[src/rtl/alu_op_sequencer_if.sv]
// alu_op_sequencer_if
//   Bundles every non-clock/reset signal of alu_op_sequencer.
//   Request side : in_valid, in_ready, in_command, in_A, in_B
//   ALU side     : alu_A, alu_B, alu_command (to ALU), alu_result (from ALU)
//   Result side  : out_valid, out_ready, out_result, out_zero, out_error, out_command
//   modport slave  : the sequencer's view
//   modport master : the surrounding environment's view (requester, ALU, consumer)
interface alu_op_sequencer_if #(
  parameter int WIDTH = 16
);
  logic             in_valid;
  logic             in_ready;
  logic [2:0]       in_command;
  logic [WIDTH-1:0] in_A;
  logic [WIDTH-1:0] in_B;
  logic [WIDTH-1:0] alu_A;
  logic [WIDTH-1:0] alu_B;
  logic [2:0]       alu_command;
  logic [WIDTH-1:0] alu_result;
  logic             out_valid;
  logic             out_ready;
  logic [WIDTH-1:0] out_result;
  logic             out_zero;
  logic             out_error;
  logic [2:0]       out_command;

  modport slave (
    input  in_valid, in_command, in_A, in_B, alu_result, out_ready,
    output in_ready, alu_A, alu_B, alu_command,
           out_valid, out_result, out_zero, out_error, out_command
  );

  modport master (
    output in_valid, in_command, in_A, in_B, alu_result, out_ready,
    input  in_ready, alu_A, alu_B, alu_command,
           out_valid, out_result, out_zero, out_error, out_command
  );
endinterface

[src/rtl/alu_op_sequencer.sv]
// alu_op_sequencer
//   Issue stage in front of a combinational ALU. Requests {command, A, B}
//   are queued in a DEPTH-entry FIFO, driven onto the ALU from registers,
//   held for SETTLE cycles, then the result is captured into an output
//   register and offered with a valid/ready handshake. Illegal requests
//   (opcode 7, DIV/MOD with B < 2) bypass the ALU and return an error
//   result of all ones.
// Ports
//   clk    : clock, rising edge
//   reset  : asynchronous active-high reset
//   bus    : alu_op_sequencer_if.slave (request, ALU and result signals)
//   ops_done, errs_done : handshake counters, only with ALU_SEQ_STATS_EN
// Optional feature macro: ALU_SEQ_STATS_EN
module alu_op_sequencer #(
  parameter int WIDTH  = 16,
  parameter int DEPTH  = 4,
  parameter int SETTLE = 2
) (
  input logic               clk,
  input logic               reset,
  alu_op_sequencer_if.slave bus
`ifdef ALU_SEQ_STATS_EN
  ,
  output logic [15:0]       ops_done,
  output logic [15:0]       errs_done
`endif
);

  localparam int PTRW = (DEPTH > 1) ? $clog2(DEPTH) : 1;
  localparam int CNTW = $clog2(DEPTH + 1);
  localparam int SETW = $clog2(SETTLE + 1);

  typedef enum logic [1:0] {IDLE, DRIVE, HOLD} state_t;

  state_t           state, state_next;
  logic [2:0]       fifo_cmd [DEPTH];
  logic [WIDTH-1:0] fifo_a   [DEPTH];
  logic [WIDTH-1:0] fifo_b   [DEPTH];
  logic [PTRW-1:0]  wr_ptr, rd_ptr;
  logic [CNTW-1:0]  count;
  logic [SETW-1:0]  settle_cnt;
  logic             full, empty, push, pop;
  logic             load_alu, load_err, capture, release_out;
  logic [2:0]       head_cmd;
  logic [WIDTH-1:0] head_a, head_b;
  logic             head_illegal;

  assign full         = (count == CNTW'(DEPTH));
  assign empty        = (count == '0);
  assign bus.in_ready = !full;
  assign push         = bus.in_valid && !full;

  assign head_cmd = fifo_cmd[rd_ptr];
  assign head_a   = fifo_a[rd_ptr];
  assign head_b   = fifo_b[rd_ptr];
  // B of 0 or 1 is rejected for DIV/MOD, so only bits above bit 0 matter.
  assign head_illegal = (head_cmd == 3'd7) ||
                        (((head_cmd == 3'd5) || (head_cmd == 3'd6)) &&
                         (head_b[WIDTH-1:1] == '0));

  // Storage needs no reset: entries are only read while count says valid.
  always_ff @(posedge clk) begin
    if (push) begin
      fifo_cmd[wr_ptr] <= bus.in_command;
      fifo_a[wr_ptr]   <= bus.in_A;
      fifo_b[wr_ptr]   <= bus.in_B;
    end
  end

  always_ff @(posedge clk or posedge reset) begin
    if (reset) begin
      wr_ptr <= '0;
      rd_ptr <= '0;
      count  <= '0;
    end else begin
      if (push) wr_ptr <= wr_ptr + PTRW'(1);
      if (pop)  rd_ptr <= rd_ptr + PTRW'(1);
      case ({push, pop})
        2'b10:   count <= count + CNTW'(1);
        2'b01:   count <= count - CNTW'(1);
        default: count <= count;
      endcase
    end
  end

  always_ff @(posedge clk or posedge reset) begin
    if (reset) state <= IDLE;
    else       state <= state_next;
  end

  // HOLD with out_ready applies the same pop rules as IDLE in the same edge,
  // so back-to-back results need no idle cycle between handshakes.
  always_comb begin
    state_next  = state;
    pop         = 1'b0;
    load_alu    = 1'b0;
    load_err    = 1'b0;
    capture     = 1'b0;
    release_out = 1'b0;
    case (state)
      IDLE: begin
        if (!empty) begin
          pop = 1'b1;
          if (head_illegal) begin
            load_err   = 1'b1;
            state_next = HOLD;
          end else begin
            load_alu   = 1'b1;
            state_next = DRIVE;
          end
        end
      end
      DRIVE: begin
        if (settle_cnt == SETW'(1)) begin
          capture    = 1'b1;
          state_next = HOLD;
        end
      end
      HOLD: begin
        if (bus.out_ready) begin
          release_out = 1'b1;
          if (empty) begin
            state_next = IDLE;
          end else begin
            pop = 1'b1;
            if (head_illegal) begin
              load_err   = 1'b1;
              state_next = HOLD;
            end else begin
              load_alu   = 1'b1;
              state_next = DRIVE;
            end
          end
        end
      end
      default: state_next = IDLE;
    endcase
  end

  // A fresh result (capture or error load) takes priority over clearing
  // out_valid, which lets an error follow a handshake without a gap.
  always_ff @(posedge clk or posedge reset) begin
    if (reset) begin
      bus.alu_A       <= '0;
      bus.alu_B       <= '0;
      bus.alu_command <= '0;
      settle_cnt      <= '0;
      bus.out_valid   <= 1'b0;
      bus.out_result  <= '0;
      bus.out_zero    <= 1'b0;
      bus.out_error   <= 1'b0;
      bus.out_command <= '0;
    end else begin
      if (load_alu) begin
        bus.alu_A       <= head_a;
        bus.alu_B       <= head_b;
        bus.alu_command <= head_cmd;
        settle_cnt      <= SETW'(SETTLE);
      end else if (state == DRIVE) begin
        settle_cnt <= settle_cnt - SETW'(1);
      end
      if (capture) begin
        bus.out_result  <= bus.alu_result;
        bus.out_zero    <= (bus.alu_result == '0);
        bus.out_error   <= 1'b0;
        bus.out_command <= bus.alu_command;
        bus.out_valid   <= 1'b1;
      end else if (load_err) begin
        bus.out_result  <= '1;
        bus.out_zero    <= 1'b0;
        bus.out_error   <= 1'b1;
        bus.out_command <= head_cmd;
        bus.out_valid   <= 1'b1;
      end else if (release_out) begin
        bus.out_valid <= 1'b0;
      end
    end
  end

`ifdef ALU_SEQ_STATS_EN
  // Saturating handshake counters.
  always_ff @(posedge clk or posedge reset) begin
    if (reset) begin
      ops_done  <= '0;
      errs_done <= '0;
    end else if (bus.out_valid && bus.out_ready) begin
      if (ops_done != 16'hFFFF) ops_done <= ops_done + 16'd1;
      if (bus.out_error && (errs_done != 16'hFFFF)) errs_done <= errs_done + 16'd1;
    end
  end
`endif

endmodule

[src/flat_wrapper.sv]
// flat-port wrapper written by rule: the top's interface ports become plain ports
module alu_op_sequencer_flat 
#(
  parameter int WIDTH  = 16,
  parameter int DEPTH  = 4,
  parameter int SETTLE = 2
)
  (clk, reset, bus_in_valid, bus_in_command, bus_in_A, bus_in_B, bus_alu_result, bus_out_ready, bus_in_ready, bus_alu_A, bus_alu_B, bus_alu_command, bus_out_valid, bus_out_result, bus_out_zero, bus_out_error, bus_out_command);
  alu_op_sequencer_if #(.WIDTH(WIDTH)) bus_i ();
  input logic clk;
  input logic reset;
  input wire logic [$bits(bus_i.in_valid)-1:0] bus_in_valid;
  input wire logic [$bits(bus_i.in_command)-1:0] bus_in_command;
  input wire logic [$bits(bus_i.in_A)-1:0] bus_in_A;
  input wire logic [$bits(bus_i.in_B)-1:0] bus_in_B;
  input wire logic [$bits(bus_i.alu_result)-1:0] bus_alu_result;
  input wire logic [$bits(bus_i.out_ready)-1:0] bus_out_ready;
  output wire logic [$bits(bus_i.in_ready)-1:0] bus_in_ready;
  output wire logic [$bits(bus_i.alu_A)-1:0] bus_alu_A;
  output wire logic [$bits(bus_i.alu_B)-1:0] bus_alu_B;
  output wire logic [$bits(bus_i.alu_command)-1:0] bus_alu_command;
  output wire logic [$bits(bus_i.out_valid)-1:0] bus_out_valid;
  output wire logic [$bits(bus_i.out_result)-1:0] bus_out_result;
  output wire logic [$bits(bus_i.out_zero)-1:0] bus_out_zero;
  output wire logic [$bits(bus_i.out_error)-1:0] bus_out_error;
  output wire logic [$bits(bus_i.out_command)-1:0] bus_out_command;
  assign bus_i.in_valid = bus_in_valid;
  assign bus_i.in_command = bus_in_command;
  assign bus_i.in_A = bus_in_A;
  assign bus_i.in_B = bus_in_B;
  assign bus_i.alu_result = bus_alu_result;
  assign bus_i.out_ready = bus_out_ready;
  assign bus_in_ready = bus_i.in_ready;
  assign bus_alu_A = bus_i.alu_A;
  assign bus_alu_B = bus_i.alu_B;
  assign bus_alu_command = bus_i.alu_command;
  assign bus_out_valid = bus_i.out_valid;
  assign bus_out_result = bus_i.out_result;
  assign bus_out_zero = bus_i.out_zero;
  assign bus_out_error = bus_i.out_error;
  assign bus_out_command = bus_i.out_command;
  alu_op_sequencer #(.WIDTH(WIDTH), .DEPTH(DEPTH), .SETTLE(SETTLE)) u_core (.clk(clk), .reset(reset), .bus(bus_i));
endmodule
[config.mk]
export PLATFORM = sky130hd
export DESIGN_NAME = alu_op_sequencer_flat
export DESIGN_NICKNAME = d
export VERILOG_FILES = /design/src/rtl/alu_op_sequencer_if.sv /design/src/rtl/alu_op_sequencer.sv /design/src/flat_wrapper.sv
export SDC_FILE = /design/constraint.sdc
export NUM_CORES = 1
export LEC_CHECK = 0
export ABC_AREA = 1
export CORE_ASPECT_RATIO = 0.7
export CORE_MARGIN = 2
export CORE_UTILIZATION = 59
export DETAILED_ROUTE_END_ITERATION = 10
export PLACE_DENSITY = 0.85
export SETUP_SLACK_MARGIN = 0.3
export SYNTH_ARGS = -nofsm -noshare
export SYNTH_HDL_FRONTEND = slang
export SYNTH_SLANG_ARGS = --single-unit
[constraint.sdc]
create_clock -name clk -period 6.96 [get_ports clk]
set_input_delay 0.696 -clock clk [delete_from_list [all_inputs] [get_ports clk]]
set_output_delay 0.696 -clock clk [all_outputs]
set_load 0.02 [all_outputs]
=== Word-level counts from Yosys, hierarchy flattened ===
Memories as Yosys holds them, arrays and structs flattened. A register that Yosys moved wholly into a read port is not among the register bits.
Index checks and enable logic that the tools add are counted.

* Register bits: 52
* Memory bits (writable): 140
* Input port bits: 55
* Output and inout bits: 58
* Word-level logic and storage cells: 83
* Memories: 3

* Add/sub/neg operators: 5
* Eq/ne operators: 12
* Mux-type cells: 37
* Reductions and logical operators: 14

{| class="wikitable"
|+ Memory list
! memory !! words !! bits a word !! read ports !! clocked after memory_dff !! write ports !! line !! source
|-
| u_core.fifo_a || 4 || 16 || 1 || 1 || 1 || alu_op_sequencer.sv:37 || <nowiki>logic [WIDTH-1:0] fifo_a [DEPTH];</nowiki>
|-
| u_core.fifo_b || 4 || 16 || 1 || 0 || 1 || alu_op_sequencer.sv:38 || <nowiki>logic [WIDTH-1:0] fifo_b [DEPTH];</nowiki>
|-
| u_core.fifo_cmd || 4 || 3 || 1 || 0 || 1 || alu_op_sequencer.sv:36 || <nowiki>logic [2:0] fifo_cmd [DEPTH];</nowiki>
|}

{| class="wikitable"
|+ Operator list
! operator !! number
|-
| 16-bit 2-to-1 mux || 2
|-
| 1-bit 2-to-1 mux || 21
|-
| 16-bit zero test || 1
|-
| 15-bit zero test || 1
|-
| 2-bit 2-to-1 mux || 7
|-
| 3-bit == test (second input constant) || 4
|-
| 2-bit by 1-bit == test with 1-bit output (second input constant) || 3
|-
| 3-bit 2-to-1 mux || 2
|-
| 1-bit one-hot mux with 2 select lines || 3
|-
| 2-bit one-hot mux with 3 select lines || 1
|-
| 3-bit one-hot mux with 2 select lines || 1
|-
| 2-bit nonzero test || 3
|-
| 2-bit by 1-bit adder with 2-bit output (second input constant) || 2
|-
| 2-bit == test (second input constant) || 2
|-
| 2-bit inequality test (second input constant) || 2
|-
| 3-bit by 1-bit adder with 3-bit output (second input constant) || 1
|-
| 3-bit zero test || 1
|-
| 3-bit AND reduction || 1
|-
| 3-bit nonzero test || 1
|-
| 3-bit by 1-bit subtractor with 3-bit output (second input constant) || 1
|-
| 1-bit logical AND || 2
|-
| 2-bit zero test || 1
|-
| 1-bit logical OR || 2
|-
| 2-bit by 1-bit inequality test with 1-bit output (second input constant) || 1
|-
| 2 further kinds || 2
|}

=== Longest topological paths before layout ===
Gate-level depths: netlist of the first run.
An unclocked memory read counts as a cell.

* Depth in word-level cells: 11
* Gate-level depth with buffers: 17
* Mapped depth without buffers: 14

=== Worst setup path after synthesis of the first run ===
OpenSTA, ideal clock, no wires.

* Path kind: register to register
* Start: register u_core.count[0]
* End: memory u_core.fifo_a[0][0], enable pin
* Setup time: 0.427 ns
* Arrival: 2.383 ns
* Data required time: 6.533 ns
* Slack: 4.150 ns
* Stages on the path, launching flop included: 5
* Path buffers: 0
* Period minus slack after synthesis: 2.810 ns
* Cell sequence: dfrtp_1 inv_1 nand3_1 nand2_1 nor2_1

* Cells in the longest elaborated chain, start to end: 5

{| class="wikitable"
|+ RTL lines
! what !! line !! source
|-
| start: declaration || alu_op_sequencer.sv:40 || <nowiki>logic [CNTW-1:0] count;</nowiki>
|-
| start signal: assignment || alu_op_sequencer.sv:79 || <nowiki>2'b10: count <= count + CNTW'(1);</nowiki>
|-
| start signal: assignment || alu_op_sequencer.sv:80 || <nowiki>2'b01: count <= count - CNTW'(1);</nowiki>
|-
| start signal: assignment || alu_op_sequencer.sv:81 || <nowiki>default: count <= count;</nowiki>
|-
| 3-bit == test || alu_op_sequencer.sv:48 || <nowiki>assign full = (count == CNTW'(DEPTH));</nowiki>
|-
| 1-bit zero test || n/a ||
|-
| named net bus_in_ready || flat_wrapper.sv:18 || <nowiki>output wire logic [$bits(bus_i.in_ready)-1:0] bus_in_ready;</nowiki>
|-
| 1-bit logical AND || alu_op_sequencer.sv:51 || <nowiki>assign push = bus.in_valid && !full;</nowiki>
|-
| 1-bit 2-to-1 mux || alu_op_sequencer.sv:63 || <nowiki>if (push) begin</nowiki>
|-
| 1-bit 2-to-1 mux (not written as such) || alu_op_sequencer.sv:65 || <nowiki>fifo_a[wr_ptr] <= bus.in_A;</nowiki>
|-
| end: declaration || alu_op_sequencer.sv:37 ||
|}

The timed path passes the listed nets, and every way through them passes these cells.

=== Final worst setup path of the first run ===
* Start: register u_core.rd_ptr[0]
* End: register u_core.bus.alu_A[10], read port of u_core.fifo_a

* Cells in the longest elaborated chain, start to end: 9
* Elaborated cells between the ends (all ways): 13
* Those cells by class: eq/ne: 3; mux: 4; reduce/logical: 4; memory: 2

{| class="wikitable"
|+ RTL lines
! what !! line !! source
|-
| start: declaration || alu_op_sequencer.sv:39 || <nowiki>logic [PTRW-1:0] wr_ptr, rd_ptr;</nowiki>
|-
| start signal: assignment || alu_op_sequencer.sv:77 || <nowiki>if (pop) rd_ptr <= rd_ptr + PTRW'(1);</nowiki>
|-
| memory 4 x 3 bit || n/a ||
|-
| 3-bit == test || alu_op_sequencer.sv:58 || <nowiki>(((head_cmd == 3'd5) || (head_cmd == 3'd6)) &&</nowiki>
|-
| 1-bit logical OR || alu_op_sequencer.sv:58 ||
|-
| 1-bit logical AND || alu_op_sequencer.sv:58 ||
|-
| 1-bit logical OR || alu_op_sequencer.sv:57 || <nowiki>assign head_illegal = (head_cmd == 3'd7) ||</nowiki>
|-
| 1-bit 2-to-1 mux || alu_op_sequencer.sv:104, alu_op_sequencer.sv:126 ||
|-
| 1-bit 2-to-1 mux || alu_op_sequencer.sv:102 || <nowiki>if (!empty) begin</nowiki>
|-
| 1-bit 2-to-1 mux || alu_op_sequencer.sv:120 || <nowiki>if (bus.out_ready) begin</nowiki>
|-
| 1-bit one-hot mux with 2 select lines || alu_op_sequencer.sv:100 || <nowiki>case (state)</nowiki>
|-
| end: declaration || alu_op_sequencer_if.sv:29 || <nowiki>output in_ready, alu_A, alu_B, alu_command,</nowiki>
|}

Several ways; a longest one is shown, not always the timed one.
A chain may end at the register's enable or synchronous reset.

==> results of run 1 <==
[report_power, final]
group | internal (W) | switching [W]
combinational | 0.000696 | 0.00128
sequential | 0.00171 | 0.000157
clock | 0.000731 | 0.000444
[sequential cells by signal (all words and copies together), names as in the netlist, 2 cells and up]
register                cells
u_core.bus.alu_A           16
u_core.bus.alu_B           16
u_core.bus.alu_command      3
u_core.bus.out_command      3
u_core.bus.out_result      16
u_core.count                3
u_core.fifo_a              64
u_core.fifo_b              64
u_core.fifo_cmd            12
u_core.rd_ptr               2
u_core.settle_cnt           2
u_core.state                2
u_core.wr_ptr               2
[final timing paths]
path | startpoint | to | slack (ns) | cells past startpoint
worst max register to register | u_core.rd_ptr[0]$_DFFE_PP0P_ | u_core.bus.alu_A[10]$_DFFE_PP0P_ | 3.54 | 12
min in group asynchronous | reset | u_core.bus.alu_A[1]$_DFFE_PP0P_ | 0.80 | 3
worst max-delay path | u_core.rd_ptr[0]$_DFFE_PP0P_ | u_core.bus.alu_A[10]$_DFFE_PP0P_ | 3.54 | 12
max in group asynchronous | reset | u_core.rd_ptr[0]$_DFFE_PP0P_ | 5.57 | 3
worst min register to register | u_core.bus.alu_B[4]$_DFFE_PP0P_ | u_core.bus.alu_B[4]$_DFFE_PP0P_ | 0.49 | 2
worst min-delay path | u_core.bus.alu_B[4]$_DFFE_PP0P_ | u_core.bus.alu_B[4]$_DFFE_PP0P_ | 0.49 | 2
[placed cells by master, fill, tap and decap left out, types with 4 or more instances in the layout]
cell type | Yosys | layout
a21oi_1 | 4 | 4
edfxtp_1 | 140 | 140
nand2_1 | 193 | 193
ha_1 | 6 | 6
o22ai_1 | 18 | 18
bufinv_16 | 0 | 4
clkinv_2 | 0 | 4
clkdlybuf4s50_1 | 0 | 112
inv_1 | 51 | 50
nand3_1 | 77 | 77
dfrtp_1 | 68 | 67
nor2_1 | 46 | 42
o21ai_1 | 18 | 18
o21ai_0 | 58 | 58
nor2_4 | 0 | 4
buf_4 | 6 | 5
clkbuf_16 | 0 | 21
or2_2 | 6 | 6
[cell families (layout without fill, tap and decap cells)]
logic type               count (synthesis)  count (layout)  synth area share [%]
AND/OR/NAND/NOR                        332             332                 16.68
flip-flops                             208             208                 69.86
AO/OA/AOI/OAI                          103             103                 6.528
buffers and inverters                   91             207                 5.284
adder cells (fa/ha/maj)                  7               7                 1.125
XOR/XNOR                                 5               5                0.5182
[per-layer routing]
metal,track usage (%),routed length (µm),share of wire [%]
met4,6.731,411,2.2
met1,33.12,7575,41
met5,0,0,0
met3,5.307,1674,9.1
met2,40.35,8769,48
[critical path, delay by kind of cell (launching register included)]
family | cells | cell delay (ns)
buffers and inverters | 2 | 1.04
and+or+nand+nor | 9 | 1.55
DFF | 1 | 0.34
AOI/OAI and AO/OA | 1 | 0.25
[through the flow]
stage / hold WS [ns] / cells / utilization, % / cell area, µm² / worst slack, ns
floorplan: 0.4682 / 746 / - / 8453 / 4.150
finish: 0.4870 / 1052 / 74.20 / 10360 / 3.541
global route: 0.5138 / 1052 / 74.20 / 10360 / 3.249
CTS: 0.4912 / 1052 / 74.20 / 10360 / 3.563
detailed placement: 0.4754 / 1016 / 69.03 / 9639 / 3.701
global placement: 0.4708 / 1016 / 69.03 / 9639 / 3.864
[cell type report]
cell class | count | area (µm²)
Multi-Input combinational cell | 447 | 2131
Sequential cell | 208 | 5907
Inverter | 54 | 205.2
Clock inverter | 9 | 143.9
Fill cell | 860 | 3602
Timing Repair Buffer | 117 | 1159
Clock buffer | 27 | 578.1
Tap cell | 190 | 237.7
==> results by group, run 1 <==
Run status
  – Status: finished clean

Logic synthesis
  – Cell with the most instances after synthesis: nand2_1
  – Share of the synthesized area in the top cell type: a little under 50%
  – Asr flop ratio synth: approximately 33%
  – Largest area contributor in the synthesized netlist: edfxtp_1
  – Ys flop type: edfxtp_1
  – Synth top cells by count: 193 x nand2_1, 140 x edfxtp_1, 77 x nand3_1
  – Ys Warns: 0
  – Post-Synthesis Cell Area: about 8500 µm²
  – Synthesized Nets: 808
  – Seq cells post-synth: 208
  – Number of distinct library cells after synthesis: 33
  – Sequential element share of the synthesized area: 69.86%
  – Cells after Synth: 746
  – Synthesized area per cell: approximately 11 µm²
  – Post-synth EDFFs: 140
  – Ranking of synthesized cells by area: edfxtp_1 50%, dfrtp_1 20%, nand2_1 8.6%

Placement
  – Post-DP HPWL: 10680 µm
  – PortBufs: 112
  – GPL Wtd Cong: 0.8389

Route
  – Vias: 5926
  – DRC: 0
  – Via-to-Cell Ratio: 5.633
  – WL final: around 18000 µm
  – Wire per inst: between 15 and 20 µm
  – Initial DRC count: a little over 500
  – DRT Pass-1 Iters: 5
  – Antenna Nets Post-Route: 0

Timing
  – Max Slew Vio Count: 0
  – Worst-margin pin slew: 1.219 ns
  – Post-route minimum period: around 3.4 ns
  – Slew HR: a little under a fifth
  – Setup TNS: 0 ns
  – RSZ-0062 raised after global routing: no
  – Worst Skew: 0.008616 ns
  – Final Hold Vio Count: 0
  – Fin crit share: between 40% and 50%
  – Fmax: 292.5 MHz
  – Setup violators final: 0

Final layout
  – Share of cells above drive strength 1: 6.613%
  – Area growth syn-to-layout: 22.57%
  – Ant diodes: 0
  – Nets@finish: just over 900

Die
  – I/O pin count: 113
  – Total core area: 13960 µm²
  – Site row count: 36
  – Die X: between 100 and 150 µm
  – Die area: 15320 µm²
  – Die height: roughly 100 µm
  – Initial Util: 60.54%

Clock network
  – Clock edge transition at the registers on the reported setup and hold paths: around 0.070 ns
  – CTS hold repair buffers: 0
  – CTS tree: yes
  – H-Tree Depth: 1
  – Root Driver: clkbuf_16
  – Worst skew pair latency: 0.49 ns
  – Num CTS Buffers: 20
  – Clk buf depth: 3
  – CTS Sinks: 208
  – Post-cts resize count: 0
  – Post-CTS setup buffers: 0

Critical path
  – CP arrival: 3.74 ns
  – Crit path required time: 7.28 ns
  – Startpoint types: flip-flop
  – Slowest cell on crit path: buf_4
  – Worst setup EP type: flip-flop
  – CP most frequent cell: nand2_1
  – CP max stage delay: 0.59 ns
  – Setup CP Type: flip-flop to flip-flop
  – Critical path cell sequence: buf_4 > inv_4 > nand2_1 > nand3_1 > nand2_1 > nand2_1 > nor2_1 > nand2_1 > nor2_2 > nand2_4 > nand3_4 > o21ai_0
  – CP max FO: 73

Global routing
  – Gr usage total: between 20% and 30%
  – GRT overflow: 0
  – Initial antenna violation count: 0
  – Vias in the first global route: around 6000
  – Largest net degree at the start of global routing: 74
  – First-pass GRT wire length: slightly below 30000 µm

Hold path
  – Hold Path Class: flip-flop to flip-flop

Power
  – Power Density: just under 500 nW/µm²
  – Static Leak: 4.136 nW
  – Design Power: 0.005014 W
  – Max VDD drop: 270.7 µV

Run
  – Max_cap viols: 0
Note: power is estimated with default switching activity, not from simulation.
==> inputs of run 2 (changes only) <==
- CORE_UTILIZATION: 59 -> 49
- PLACE_DENSITY: 0.85 -> 0.75
- clock period: 6.96 -> 2.8 ns (I/O delays scaled with it)
==> results by group, run 2 (synthesis gave the netlist of run 1 again) <==
Run status
  – Status: finished clean

Critical path
  – Setup CP Type: flip-flop to flip-flop
  – CP max FO: 44 (-40%)
  – CP arrival: 2.68 ns (-1.06 ns)
  – Crit path required time: 3.17 ns (-4.11 ns)
  – Startpoint types: flip-flop
  – Worst setup EP type: flip-flop

Placement
  – Post-DP HPWL: 11180 µm (+4.6%)
  – GPL Wtd Cong: 0.7692 (-8.3%)
  – PortBufs: 112 (unchanged)
  – Pre-CTS setup slack: 0.3768 ns (-3.324 ns)
  – Dpl cells: 1071 (+5.4%)

Final layout
  – Share of cells above drive strength 1: 8.200% (+1.6 points)
  – Largest regs: u_core.fifo_a (64), u_core.fifo_b (64)
  – Non-Filler Instances: 1109 (+5.4%)
  – Commonest non-fill, non-tap cell in the layout: nand2_1
  – Area growth syn-to-layout: 25.83%
  – Ant diodes: 0 (unchanged)
  – Reg area: 5907 µm² (unchanged)
  – Nets@finish: 926 (+1.8%)
  – Most frequent cells in the layout: 193 x nand2_1, 140 x edfxtp_1, 112 x clkdlybuf4s50_1, 77 x nand3_1, 67 x dfrtp_1
  – Multi-input gate area in the final layout: 2141 µm² (+0.47%)
  – FILL cells: 1323 (+54%)

Clock network
  – Root Driver: clkbuf_16
  – H-Tree Depth: 1 (unchanged)
  – CTS tree: yes
  – Clk buf depth: 3 (unchanged)
  – CTS Sinks: 208 (unchanged)
  – Worst skew pair latency: 0.49 ns (about the same)
  – Clock edge transition at the registers on the reported setup and hold paths: 0.06 ns (about the same)
  – Num CTS Buffers: 20 (unchanged)

Power
  – Switch share: 37.01% (-0.48 points)
  – Internal power: 0.008006 W (+160%)
  – Design Power: 0.01271 W (+150%)
  – Power Density: 1195 nW/µm² (+150%)
  – Power share of the clock group: 23.2% (-0.2 points)
  – Combinational power share: 40.5% (+1.1 points)
  – Max VDD drop: 588.1 µV (+120%)
  – Reg power frac: 36.3% (-0.9 points)
  – Static Leak: 4.239 nW (+2.5%)
  – Psw: 0.004704 W (+150%)

Global routing
  – Initial antenna violation count: 0 (unchanged)
  – Largest net degree at the start of global routing: 53 (-28%)
  – Grt met2 use: 32.82% (-7.5 points)
  – Gr usage total: 20.12% (-4.2 points)
  – Most used routing layer: met2
  – GRT overflow: 0 (unchanged)
  – GRT met1 Usage: 28.22% (-4.9 points)
  – First-pass GRT wire length: 29010 µm (-2.4%)
  – Met3 usage: 3.709% (-1.6 points)
  – Vias in the first global route: 5576 (-6.7%)

Die
  – Total core area: 17020 µm² (+22%)
  – I/O pin count: 113 (unchanged)
  – Die height: 113.9 µm (+9.4%)
  – Die area: 18330 µm² (+20%)
  – Die X: 161.0 µm (+9.5%)
  – Site row count: 40 (+11%)
  – Initial Util: 49.68% (-11 points)

Timing
  – RSZ-0062 raised after global routing: no
  – Hold Worst Slack: 0.1665 ns (-0.3205 ns)
  – Final Hold Vio Count: 0 (unchanged)
  – Post-route minimum period: 2.306 ns (-1.113 ns)
  – Setup violators final: 0 (unchanged)
  – Final worst slack: 0.4944 ns (-3.047 ns)
  – Fmax: 433.7 MHz (+48%)
  – Slew HR: 58.81% (+40 points)
  – Fin crit share: 82.34% (+33 points)
  – Max Slew Vio Count: 0 (unchanged)
  – Worst-margin pin slew: 0.6172 ns (-0.6019 ns)
  – Setup TNS: 0 ns (unchanged)
  – Worst Skew: 0.007137 ns (-0.001479 ns)

Route
  – DRT Pass-1 Iters: 5 (unchanged)
  – DRC: 0 (unchanged)
  – WL final: 18480 µm (+0.29%)
  – Vias: 5719 (-3.5%)
  – Via-to-Cell Ratio: 5.157 (-8.5%)
  – Initial DRC count: 465 (-8.6%)
  – Wire per inst: 16.67 µm (-4.9%)
  – Antenna Nets Post-Route: 0 (unchanged)

Run
  – Max_cap viols: 0 (unchanged)

Hold path
  – Hold Path Class: primary input to async pin
run 2: cell count changes in the layout (fill, tap and decap cells not counted), moves of 2 or more:
cell and change:
buf_4 +7, buf_12 +5, buf_6 +2, clkinv_2 -2
run 2: metal layers:
| metal | wire length [µm] | part of all wire, % | vias to the layer above |
|---|---|---|---|
| li1 | - | - | 2773 |
| met1 | 8407 | 45 | 2760 |
| met2 | 8651 | 47 | 155 |
| met3 | 1069 | 5.8 | 31 |
| met4 | 357 | 1.9 | 0 |
| met5 | 0 | 0 | - |
run 2: final timing paths:
check / start / to / slack, ns / depth (start not counted)
worst min register to register: u_core.bus.alu_B[12]$_DFFE_PP0P_ / u_core.bus.alu_B[12]$_DFFE_PP0P_ / 0.48 / 2
max in group asynchronous: reset / u_core.bus.alu_A[3]$_DFFE_PP0P_ / 1.93 / 3
worst min-delay path: reset / u_core.bus.out_result[10]$_DFFE_PP0P_ / 0.17 / 2
worst max register to register: u_core.rd_ptr[0]$_DFFE_PP0P_ / u_core.bus.alu_A[10]$_DFFE_PP0P_ / 0.49 / 12
worst max-delay path: u_core.rd_ptr[0]$_DFFE_PP0P_ / u_core.bus.alu_A[10]$_DFFE_PP0P_ / 0.49 / 12
min in group clk: bus_in_A[0] / u_core.fifo_a[2][0]$_DFFE_PP_ / 0.42 / 1
run 2: timing repair:
action | CTS | global route
hold buffers | 0 | 0
setup endpoints to repair | 0 | 26
resized for setup | 0 | 3
buffers inserted | 0 | 0
run 2: per-stage QoR:
step	cell area (µm²)	utilization [%]
after floorplan	8453	-
after global placement	9859	57.94
after detailed placement	9859	57.94
after CTS	10590	62.24
after global routing	10640	62.51
final	10640	62.51
run 2: area by class of cell:
cell class	count	share of cell area (%)
well taps	231	2.717
repair buffers	132	12.77
inverters	54	1.964
clock inverters	8	1.317
flip-flops and latches	208	55.53
clock buffers	28	5.564
multi-input cells	448	20.13
run 2: worst max-delay path, cell delays in order (launching register included):
cell and delay (ns):
dfrtp_2 0.44, buf_6 0.23, nand2_1 0.09, nand3_1 0.10, nand2_1 0.13, nand2_1 0.07
nor2_1 0.24, nand2_1 0.11, nor2_2 0.14, nand2_4 0.09, nand3_4 0.20, clkbuf_16 0.25
o21ai_0 0.08
run 2: power by group through the flow:
stage                     clock network (W)  logic [W]  registers (W)
final                               0.00295    0.00515        0.00461
after CTS                           0.00298    0.00508        0.00460
after global routing                0.00312    0.00574        0.00469
after global placement                    0    0.00491        0.00464
after floorplan                           0    0.00287        0.00505
after detailed placement                  0    0.00505        0.00465
